$ cat config.mk
export PLATFORM = sky130hd
export DESIGN_NAME = addr_bus_sequencer
export DESIGN_NICKNAME = d
export VERILOG_FILES = /design/src/rtl/addr_bus_sequencer.sv
export SDC_FILE = /design/constraint.sdc
export NUM_CORES = 1
export LEC_CHECK = 0
export ABC_AREA = 1
export BUFFER_PORTS_ARGS = -buffer_cell sky130_fd_sc_hd__buf_2
export CAP_MARGIN = 20
export CORE_MARGIN = 2
export CORE_UTILIZATION = 57
export DETAILED_ROUTE_END_ITERATION = 12
export GPL_TIMING_DRIVEN = 0
export PLACE_DENSITY_LB_ADDON = 0.3
export SLEW_MARGIN = 20
export SYNTH_ARGS = -nofsm -noshare
export SYNTH_HDL_FRONTEND = slang
export SYNTH_SLANG_ARGS = --single-unit
$ cat constraint.sdc
create_clock -name clk -period 3.89 [get_ports clk]
set_input_delay 0.389 -clock clk [delete_from_list [all_inputs] [get_ports clk]]
set_output_delay 0.389 -clock clk [all_outputs]
set_load 0.02 [all_outputs]
$ cat src/rtl/addr_bus_sequencer.sv
// ---------------------------------------------------------------------------
// addr_bus_sequencer
//
// Arbiter and sequencer for the shared 16-bit address bus. Four requesters
// (PC, M pair, J pair, XY) contend for the bus. One is granted per
// transaction in round-robin order. Its select is raised, the memory strobe
// is timed with settle and hold margins, and a one-cycle done pulse is
// returned to it.
//
// Ports
//   clk      in   1  system clock, rising edge
//   reset_n  in   1  asynchronous active-low reset
//   req      in   4  level-held requests [0]=PC [1]=M [2]=J [3]=XY
//   req_wr   in   4  per-requester op select, 1=write 0=read
//   sel      out  4  one-hot address-bus driver select (or zero)
//   mem_rd   out  1  memory read strobe
//   mem_wr   out  1  memory write strobe
//   done     out  4  one-cycle completion pulse to the granted requester
//   busy     out  1  high whenever the FSM is not idle
//
// Every output comes straight from a flop. There is no combinational path
// from req or req_wr to the outputs.
// ---------------------------------------------------------------------------
module addr_bus_sequencer #(
  parameter int unsigned SETTLE_CYCLES = 2,  // legal 1..15
  parameter int unsigned STROBE_CYCLES = 3   // legal 1..15
) (
  input  logic       clk,
  input  logic       reset_n,
  input  logic [3:0] req,
  input  logic [3:0] req_wr,
  output logic [3:0] sel,
  output logic       mem_rd,
  output logic       mem_wr,
  output logic [3:0] done,
  output logic       busy
);

  // Counter reload values. With the legal parameter range these always fit
  // in 4 bits, and the counter only ever counts down to zero.
  localparam logic [3:0] SETTLE_LOAD = 4'(SETTLE_CYCLES - 1);
  localparam logic [3:0] STROBE_LOAD = 4'(STROBE_CYCLES - 1);

  typedef enum logic [2:0] {
    ST_IDLE,
    ST_SELECT,
    ST_STROBE,
    ST_RELEASE,
    ST_DONE
  } state_t;

  state_t     state_reg,  state_next;
  logic [3:0] cnt_reg,    cnt_next;
  logic [1:0] rr_ptr_reg, rr_ptr_next;
  logic [1:0] gnt_reg,    gnt_next;
  logic       op_reg,     op_next;

  logic [3:0] sel_reg,    sel_next;
  logic       mem_rd_reg, mem_rd_next;
  logic       mem_wr_reg, mem_wr_next;
  logic [3:0] done_reg,   done_next;
  logic       busy_reg,   busy_next;

  // -------------------------------------------------------------------------
  // Round-robin search. The request vector is rotated so that bit 0 is the
  // requester at rr_ptr. A fixed-priority pick on the rotated vector then
  // gives the offset from rr_ptr. The 2-bit sum wraps 3->0 naturally.
  // -------------------------------------------------------------------------
  logic [3:0] req_rot;
  logic [1:0] rot_idx;
  logic [1:0] grant_idx;
  logic       req_any;

  genvar gi;
  generate
    for (gi = 0; gi < 4; gi++) begin : g_rot
      assign req_rot[gi] = req[rr_ptr_reg + 2'(gi)];
    end
  endgenerate

  always_comb begin
    rot_idx = 2'd0;
    if (req_rot[0])      rot_idx = 2'd0;
    else if (req_rot[1]) rot_idx = 2'd1;
    else if (req_rot[2]) rot_idx = 2'd2;
    else                 rot_idx = 2'd3;
  end

  assign req_any   = |req_rot;
  assign grant_idx = rr_ptr_reg + rot_idx;

  // One-hot decode of the grant that will be held in the coming cycle.
  logic [3:0] gnt_onehot;
  generate
    for (gi = 0; gi < 4; gi++) begin : g_dec
      assign gnt_onehot[gi] = (gnt_next == 2'(gi));
    end
  endgenerate

  // -------------------------------------------------------------------------
  // Next-state logic
  // -------------------------------------------------------------------------
  always_comb begin
    state_next  = state_reg;
    cnt_next    = cnt_reg;
    rr_ptr_next = rr_ptr_reg;
    gnt_next    = gnt_reg;
    op_next     = op_reg;

    case (state_reg)
      ST_IDLE: begin
        if (req_any) begin
          // g and op are latched here. Later changes on req and req_wr
          // cannot disturb the transaction.
          gnt_next   = grant_idx;
          op_next    = req_wr[grant_idx];
          cnt_next   = SETTLE_LOAD;
          state_next = ST_SELECT;
        end
      end
      ST_SELECT: begin
        if (cnt_reg == 4'd0) begin
          cnt_next   = STROBE_LOAD;
          state_next = ST_STROBE;
        end else begin
          cnt_next = cnt_reg - 4'd1;
        end
      end
      ST_STROBE: begin
        if (cnt_reg == 4'd0) begin
          state_next = ST_RELEASE;
        end else begin
          cnt_next = cnt_reg - 4'd1;
        end
      end
      ST_RELEASE: begin
        // The pointer advances on entry to DONE, so it is ready before the
        // next IDLE search.
        rr_ptr_next = gnt_reg + 2'd1;
        state_next  = ST_DONE;
      end
      ST_DONE: begin
        state_next = ST_IDLE;
      end
      default: begin
        state_next = ST_IDLE;
      end
    endcase
  end

  // -------------------------------------------------------------------------
  // Output pre-decode. Outputs are computed from the next state and
  // registered. The visible outputs therefore line up with the state the
  // FSM is in during that cycle, with no combinational input-to-output path.
  // -------------------------------------------------------------------------
  always_comb begin
    sel_next    = 4'd0;
    mem_rd_next = 1'b0;
    mem_wr_next = 1'b0;
    done_next   = 4'd0;
    busy_next   = (state_next != ST_IDLE);

    case (state_next)
      ST_SELECT, ST_RELEASE: begin
        sel_next = gnt_onehot;
      end
      ST_STROBE: begin
        sel_next    = gnt_onehot;
        mem_wr_next = op_next;
        mem_rd_next = ~op_next;
      end
      ST_DONE: begin
        done_next = gnt_onehot;
      end
      default: begin
        sel_next = 4'd0;
      end
    endcase
  end

  // -------------------------------------------------------------------------
  // State and output registers. The asynchronous reset clears sel and the
  // strobes immediately. An aborted transaction never reaches DONE.
  // -------------------------------------------------------------------------
  always_ff @(posedge clk or negedge reset_n) begin
    if (!reset_n) begin
      state_reg  <= ST_IDLE;
      cnt_reg    <= 4'd0;
      rr_ptr_reg <= 2'd0;
      gnt_reg    <= 2'd0;
      op_reg     <= 1'b0;
      sel_reg    <= 4'd0;
      mem_rd_reg <= 1'b0;
      mem_wr_reg <= 1'b0;
      done_reg   <= 4'd0;
      busy_reg   <= 1'b0;
    end else begin
      state_reg  <= state_next;
      cnt_reg    <= cnt_next;
      rr_ptr_reg <= rr_ptr_next;
      gnt_reg    <= gnt_next;
      op_reg     <= op_next;
      sel_reg    <= sel_next;
      mem_rd_reg <= mem_rd_next;
      mem_wr_reg <= mem_wr_next;
      done_reg   <= done_next;
      busy_reg   <= busy_next;
    end
  end

  assign sel    = sel_reg;
  assign mem_rd = mem_rd_reg;
  assign mem_wr = mem_wr_reg;
  assign done   = done_reg;
  assign busy   = busy_reg;

endmodule
==> results of run 1 <==
critical path, stage by stage, from the launching register on:
cell and delay, ps:
dfrtp_1 420, buf_6 150, inv_6 60, nand2_1 50, nand2_1 80, nand2_1 70, nand2_2 110, a32oi_1 100
ha_1 330, o21ai_0 240, inv_1 80, nand3_1 90, nand3_1 80, nand2_1 80, nor2_1 40
power by group through the flow:
stage	Clock (mW)	Sequential (mW)	Combinational, mW
floorplan	0	0.406	0.624
global placement	0	0.376	0.783
detailed placement	0	0.378	0.831
CTS	0.113	0.374	0.840
global route	0.123	0.383	0.957
finish	0.111	0.375	0.836
layer usage:
layer	global-route usage, %	up-vias
met4	4.05	0
met1	26.4	520
met5	0	-
met3	4.46	0
met2	42.5	14
li1	-	568
logic make-up (layout without fill, tap and decap cells):
kind of cell	Yosys count	in the layout	share of synthesized area, %
xor+xnor	1	1	0.703
simple gates	98	98	33.3
compound gates	15	15	7.63
flops	23	23	46.2
fa+ha+maj	3	3	3.01
buf+inv	27	51	9.14
worst paths after layout:
check / from / depth (start not counted) / slack [ps] / end
max in group asynchronous: reset_n / 1 / 3540 / state_reg[2]
min in group clk: state_reg[2] / 1 / 480 / state_reg[2]
min reg2reg: state_reg[2] / 1 / 480 / state_reg[2]
min: reset_n / 1 / 20 / sel[3]
max reg2reg: rr_ptr_reg[0] / 14 / 1810 / mem_rd
max: rr_ptr_reg[0] / 14 / 1810 / mem_rd
cell type report:
type | count | area (um^2)
Sequential cell | 23 | 576
Clock inverter | 1 | 5.00
Buffer | 1 | 11.3
Inverter | 26 | 103
Clock buffer | 3 | 22.5
Tap cell | 27 | 33.8
Fill cell | 185 | 594
Multi-Input combinational cell | 117 | 557
Timing Repair Buffer | 20 | 100
placed cells by master (no fill, tap or decap), drive strengths merged:
master  synthesis  final
ha              3      3
nor3            2      2
nor2           21     21
or2             1      1
dfrtp          23     23
o22ai           1      1
buf             1     21
clkinv          1      2
a32oi           1      1
xnor2           1      1
o21ai          11     11
inv            25     25
clkbuf          0      3
a21oi           2      2
nand2          60     60
nand3          14     14
==> out/qor.txt, run 1 <==
Top_reg_cell synth = dfrtp_1
Placed cell count = 214
Synth top area share = 46.2%
Seq pwr share = 28.4%
Setup Crit Path Kind = reg2reg
CTS max path bufs = 2
Clock share of power = 8.4%
Synth Warn # = 0
Area delta synth->final = 13.0%
Yosys reg bits = 23
Post-cts resize count = 0
Endpoints failing setup = 0
Net Switching = 0.681 mW
Register area share after synthesis = 46.2%
Largest net degree at the start of global routing = 24
Hold-fix buffers, CTS = 0
Synth top area cells = dfrtp_1, nand2_1, inv_1
Count leader, synth = nand2_1
Skew final = 3.00 ps
Clk sink count = 23
Leakage = 0.824 nW
Vias in the first global route = 1111
Mapped Area = 1250 um^2
Most instantiated cells after synthesis = nand2_1, dfrtp_1, inv_1, nor2_1, nand3_1
Total design power = 1.32 mW
Synth cell types = 22
Worst-skew pair later-pin latency = 310 ps
FP Rows = 16
Internal power = 0.641 mW
Routed metal-1 wirelength = 1070 um
Crit. End Element = flip-flop
Initial DRC count = 28
Placer Congestion = 0.853
Total CTS buffers = 3
Number of routed nets with antenna violations = 0
Switching part of the total power = 51.5%
Worst vdd ir = 0.000567 V
Post-synth net total = 180
Die Y = 50.8 um
Average cell area after synthesis = 7.46 um^2
Share of layout cells above drive strength 1 = 19.9%
Die area = 2580 um^2
Clock Pin Slew Worst Setup and Hold Paths = 130 ps
Ratio of final minimum period to clock period = 53.5%
Post-layout util = 70.3%
Total negative slack = 0 ps
Status = finished, final reports clean
Die W = 50.8 um
DR pass1 iterations = 4
Post-route insts no fill = 218
CTS tree = built
Vias per cell = 5.06
Wire length on met2 = 1330 um
Final WL = 2460 um
Core footprint = 2000 um^2
P per Cell Area = 939 nW/um^2
Maximum clock frequency = 480 MHz
Min cycle time layout = 2080 ps
Postcts setup bufs = 0
Hold WS = 24.7 ps
Slew Limit Fails = 0
Met3 wire length = 54 um
Max_slew headroom = 66.9%
Placed wire-length estimate = 1910 um
Slack of the critical path = 1810 ps
Nets = 205
Total track usage = 22.5%
Dominant cell type by area after synthesis = dfrtp_1
Critical Path AT = 2300 ps
GRT overflow = 0
DR WL/cell = 11.3 um
Crit start category = flip-flop
Pre-CTS setup slack = 1830 ps
DR vias = 1102
Number of port buffers = 20
Post-synth EDFFs = 0
Top-level port count = 21
Final hold vios = 0
Root buf cell = clkbuf_4
Combinational share of power = 63.2%
Worst-Margin Slew = 496 ps
DR top layer = met3
Worst path required time = 4110 ps
Ant. Diodes = 0
DRC = 0
Max Fanout on Critical Path = 8
Gate Count Post-Synth = 167
CTS H-tree lvls = 1
Design Area, Final = 1410 um^2
First-pass GRT wire length = 4420 um
Placed cell areas = 1380 um^2
Worst hold path type = in2async
MaxCap Viol Count = 0
Unrepaired setup endpoints after global routing = false
Initial antenna violation count = 0
Initial core utilization = 62.2%
Asr flop ratio synth = 100%
Note: power is estimated with default switching activity, not from simulation.
==> run 2, diff against run 1 <==
- ABC_AREA: 1 -> 0
- CORE_UTILIZATION: 57 -> 54
- clock period: 3.89 -> 2.13 ns (I/O delays scaled with it)
==> run 2 against run 1 <==
Effect of this change:
- fmax shrank 3.6%
- the flow now finishes with violations (setup timing)
- critical path type unchanged
- synthesized area grew 0.80%
- count of clock-buffer cells in the layout is the same
- cell count shrank 12%
- hold slack gained 270 ps
- sequential power grew 89%
- design area grew 8.4%
- largest cell class is now multi-input gates
- critical path depth shrank 4
- global-route usage shrank 0.99 points
- sequential cell count is the same
- clock skew shrank 1.4 ps
==> out/qor.txt, run 2 <==
Status = finished, violations left
Failing checks = setup timing
Total design power = 2.24 mW
Critical Path AT = 2400 ps
DR pass1 iterations = 4
Synth cell types = 39
Total negative slack = -31.1 ps
Crit-path leading delay family = simple AND/OR/NAND/NOR gates
Net Switching = 0.992 mW
Top_reg_cell synth = dfrtp_1
Die Y = 52.2 um
Worst vdd ir = 0.000956 V
Crit. End Element = flip-flop
Dominant cell type by area after synthesis = dfrtp_1
Nets = 177
P per Cell Area = 1470 nW/um^2
Clock Pin Slew Worst Setup and Hold Paths = 120 ps
Slack of the critical path = -31.1 ps
Die W = 52.2 um
Post-layout util = 69.0%
Crit start category = flip-flop
Post-synth EDFFs = 0
Layout filler cell count = 181
Ant. Diodes = 0
Asr flop ratio synth = 100%
FP Rows = 17
Die area = 2730 um^2
Setup Crit Path Kind = reg2reg
DR WL/cell = 14.3 um
Initial core utilization = 56.8%
Total track usage = 21.5%
Placed wire-length estimate = 1860 um
Average cell area after synthesis = 9.37 um^2
Most frequent cells in the layout = buf_2, dfrtp_1, a21oi_1, nor2_1, nand2_1
Most common cell after layout, fill and taps aside = buf_2
Core footprint = 2210 um^2
First-pass GRT wire length = 4240 um
Worst-path cell chain = nand2b_4 > o22ai_2 > o21ai_1 > o311ai_1 > ha_2 > inv_2 > or3_1 > a21oi_1 > o21bai_1 > nor3b_1
Synth top area share = 45.8%
Placer Congestion = 0.825
CTS max path bufs = 2
Slew Limit Fails = 0
Clock share of power = 9.2%
Top-level port count = 21
Skew final = 1.56 ps
Largest net degree at the start of global routing = 24
Worst path required time = 2360 ps
MaxCap Viol Count = 0
Placed cell count = 182
GRT overflow = 0
Leakage = 0.686 nW
Post-synth net total = 147
Endpoints failing setup = 1
Initial DRC count = 15
Most instantiated cells after synthesis = dfrtp_1, a21oi_1, nor2_1, nand2_1
Mapped Area = 1260 um^2
Vias in the first global route = 1002
DR vias = 1100
Max_slew headroom = 48.3%
Share of layout cells above drive strength 1 = 29.4%
Design Area, Final = 1530 um^2
Root buf cell = clkbuf_4
DRC = 0
Ratio of final minimum period to clock period = 101%
Combinational share of power = 59.2%
Reg area = 578 um^2
Final WL = 2740 um
Number of port buffers = 20
Worst-skew pair later-pin latency = 320 ps
Number of routed nets with antenna violations = 0
Count leader, synth = dfrtp_1
Worst path slowest cell = dfrtp_2
Worst path max stage delay = 440 ps
Maximum clock frequency = 463 MHz
Final hold vios = 0
Initial antenna violation count = 0
Reg2Reg Setup Slack = -30 ps
CTS H-tree lvls = 1
Worst hold path type = in2reg
Area delta synth->final = 21.5%
Area of the multi-input gates = 708 um^2
Worst-Margin Slew = 769 ps
Yosys reg bits = 23
CTS tree = built
Clk sink count = 23
Buf+Inv Stages, Crit Path = 1
Switching part of the total power = 44.3%
Synth top area cells = dfrtp_1, a21oi_1, nor2_1
Max Fanout on Critical Path = 6
Synth Warn # = 0
Post-route insts no fill = 191
Unrepaired setup endpoints after global routing = true
Gate Count Post-Synth = 134
Placed cell areas = 1390 um^2
Min cycle time layout = 2160 ps
Vias per cell = 5.76
Internal power = 1.25 mW
Register area share after synthesis = 45.8%
Seq pwr share = 31.7%
Total CTS buffers = 3
==> run 2: cell count changes in the layout (fill, tap and decap cells not counted), sizes merged, moves of 5 or more <==
cell	previous run	this run
inv	25	5
nor2b	0	5
o21ai	11	6
nand2b	0	5
nand2	60	10
a21oi	2	13
buf	21	27
nand3	14	3
nor2	21	11
nor3b	0	6
==> run 2: kinds of logic after synthesis <==
logic type | count (synthesis) | synth area share (%)
multiplexers | 3 | 2.49
AND/OR/NAND/NOR | 58 | 26.4
buffers and inverters | 10 | 3.39
XOR/XNOR | 1 | 0.697
adder cells (fa/ha/maj) | 3 | 2.99
AO/OA/AOI/OAI | 36 | 18.2
flip-flops | 23 | 45.8
==> run 2: worst paths after layout <==
kind,startpoint,end,cells past startpoint
setup / recovery,rr_ptr_reg[0],sel[3],10
hold / removal,req_wr[3],op_reg,3
setup reg to reg,rr_ptr_reg[0],sel[3],10
hold reg to reg,op_reg,mem_rd,1
max in group asynchronous,reset_n,rr_ptr_reg[0],2
min in group asynchronous,reset_n,state_reg[1],2
==> run 2: per-layer routing <==
layer  track usage [%]  vias to the layer above  wire length (um)
li1                  -                      540                 -
met1              23.7                      538              1160
met2              39.9                       16              1450
met3              5.14                        6                74
met4              7.69                        0                59
met5                 0                        -                 0
==> run 2: power by group through the flow <==
stage / Clock (mW) / Sequential [mW] / Combinational (mW)
3_3_place_gp: 0 / 0.689 / 1.07
2_1_floorplan: 0 / 0.738 / 0.822
6_report: 0.205 / 0.709 / 1.32
4_1_cts: 0.209 / 0.692 / 1.22
5_1_grt: 0.228 / 0.734 / 1.47
3_5_place_dp: 0 / 0.702 / 1.12
==> run 2: cell type report <==
cell class                 count  share of cell area [%]
clock buffer                   3                    1.48
tap                           28                    2.30
buffer                         4                    1.23
sequential                    23                    37.9
clock inverter                 1                   0.328
timing repair buffer          25                    9.18
multi-input combinational    102                    46.4
inverter                       5                    1.23
==> run 2: worst min-delay path, delay by kind of cell <==
family                 cells  cell delay (ps)
AOI/OAI and AO/OA          2              290
buffers and inverters      1               90
==> run 2: timing repair <==
item | 4_1_cts | 5_1_grt
buffers inserted | 3 | 1
resized for setup | 8 | 11
hold endpoints to repair | 23 | 0
gates cloned | 0 | 1
pin swaps | 5 | 7
endpoints found under the setup margin | 10 | 11
hold buffers | 1 | 0
==> run 2: metrics by stage <==
stage,setup slack [ps],hold WS (ps)
2_1_floorplan,0.907,-82.6
3_3_place_gp,-191,199
3_5_place_dp,-281,212
4_1_cts,-29.4,306
5_1_grt,-126,332
6_report,-31.1,299
==> run 3, diff against run 2 <==
- ABC_AREA: 0 -> 1
- clock period: 2.13 -> 2.3 ns (I/O delays scaled with it)
==> run 3 against run 2 <==
Effect of this change:
- the flow now finishes without violations
- design area fell by 7.0%
- combinational power rose by 5%
- register-to-register slack better by 320 ps
- clock skew about the same
- global-route usage decreased by 1.5 points
- via count down 2.5%
==> out/qor.txt, run 3 (same netlist as run 1, synthesis figures left out) <==
Status = finished, final reports clean
Hold WS = 362 ps
Slack of the critical path = 286 ps
Maximum clock frequency = 497 MHz
Slew Limit Fails = 0
Setup Crit Path Kind = reg2reg
FP Rows = 17
Post-route insts no fill = 220
Worst-Margin Slew = 507 ps
Initial DRC count = 7
Placer Congestion = 0.868
Leakage = 0.828 nW
Placed cell areas = 1380 um^2
Area delta synth->final = 13.9%
Pre-CTS setup slack = 301 ps
Clock Pin Slew Worst Setup and Hold Paths = 120 ps
Die W = 52.0 um
Placed wire-length estimate = 1770 um
Layout filler cell count = 194
Endpoints failing setup = 0
Largest net degree at the start of global routing = 24
Critical Path AT = 2230 ps
Total track usage = 20.1%
Initial core utilization = 56.9%
Worst path slowest cell = dfrtp_1
DRC = 0
Vias in the first global route = 1009
Max Fanout on Critical Path = 8
Unrepaired setup endpoints after global routing = false
CTS max path bufs = 2
Skew final = 1.16 ps
Critical Path Most Common Cell = nand2_1
Design Area, Final = 1420 um^2
Post-layout util = 64.8%
Total CTS buffers = 3
Crit-path leading delay family = simple AND/OR/NAND/NOR gates
MaxCap Viol Count = 0
Top-level port count = 21
Worst-path cell chain = buf_6 > inv_6 > nand2_1 > nand2_1 > nand2_1 > nand2_2 > a32oi_1 > ha_1 > o21ai_0 > inv_1 > nand3_1 > nand3_1 > nand2_1 > nor2_1
Total design power = 2.20 mW
Placed cell count = 215
Max_slew headroom = 66.2%
Crit start category = flip-flop
DR WL/cell = 10.4 um
Root buf cell = clkbuf_4
Nets = 206
Worst path max stage delay = 410 ps
Ratio of final minimum period to clock period = 87.6%
Min cycle time layout = 2010 ps
CTS tree = built
GRT overflow = 0
Worst-skew pair later-pin latency = 310 ps
Core footprint = 2190 um^2
Crit. End Element = flip-flop
Total negative slack = 0 ps
Vias per cell = 4.88
P per Cell Area = 1550 nW/um^2
Die Y = 52.0 um
Clk sink count = 23
Number of port buffers = 20
Most frequent cells in the layout = nand2_1, dfrtp_1, inv_1, nor2_1, buf_2
Worst vdd ir = 0.000944 V
DR vias = 1073
Buf+Inv Stages, Crit Path = 3
DR pass1 iterations = 4
Ant. Diodes = 0
Final WL = 2300 um
Worst path required time = 2510 ps
Final hold vios = 0
Number of routed nets with antenna violations = 0
First-pass GRT wire length = 3960 um
Worst hold path type = in2reg
Initial antenna violation count = 0
Die area = 2710 um^2
CTS H-tree lvls = 1
Share of layout cells above drive strength 1 = 19.8%
Most common cell after layout, fill and taps aside = nand2_1
==> run 3: layout make-up <==
type	instances	area (um^2)	share of cell area, %
plain buffers	1	11.3	0.794
clock buffers	3	22.5	1.59
clock inverters	1	5.00	0.353
inverters	26	103	7.23
multi-input cells	117	557	39.2
flip-flops and latches	23	576	40.6
well taps	28	35.0	2.47
repair buffers	21	110	7.76
==> run 3: final timing paths <==
kind	startpoint	end	slack (ps)	cells after the start
setup / recovery	rr_ptr_reg[0]	mem_rd	290	14
hold / removal	req_wr[2]	op_reg	360	7
setup reg to reg	rr_ptr_reg[0]	mem_rd	290	14
hold reg to reg	state_reg[2]	state_reg[2]	480	1
max in group asynchronous	reset_n	done[1]	1550	2
min in group asynchronous	reset_n	busy	420	2
==> run 3: where the power goes <==
| group | internal [mW] | switching [mW] | total (mW) |
|---|---|---|---|
| Sequential | 0.552 | 0.0801 | 0.632 |
| Combinational | 0.468 | 0.912 | 1.38 |
| Clock | 0.0650 | 0.119 | 0.184 |
| Total | 1.09 | 1.11 | 2.20 |
==> run 3: routing by layer <==
metal / wire length [um] / global-route usage (%)
met1: 1070 / 22.3
met2: 1140 / 35.7
met3: 46 / 3.45
met4: 43 / 11.4
met5: 0 / 0
==> run 3: what timing repair did <==
action / CTS / global route
setup buffers: 0 / 0
hold buffers: 1 / 0
gates resized for setup: 0 / 0
endpoints found under the hold margin: 23 / 0
==> run 3: worst min-delay path, cell delays in order <==
cell and delay [ps]:
buf_2 70, nand2_1 40, nand2_1 60, inv_1 40
nand2_1 60, nand3_1 60, nand2_1 70
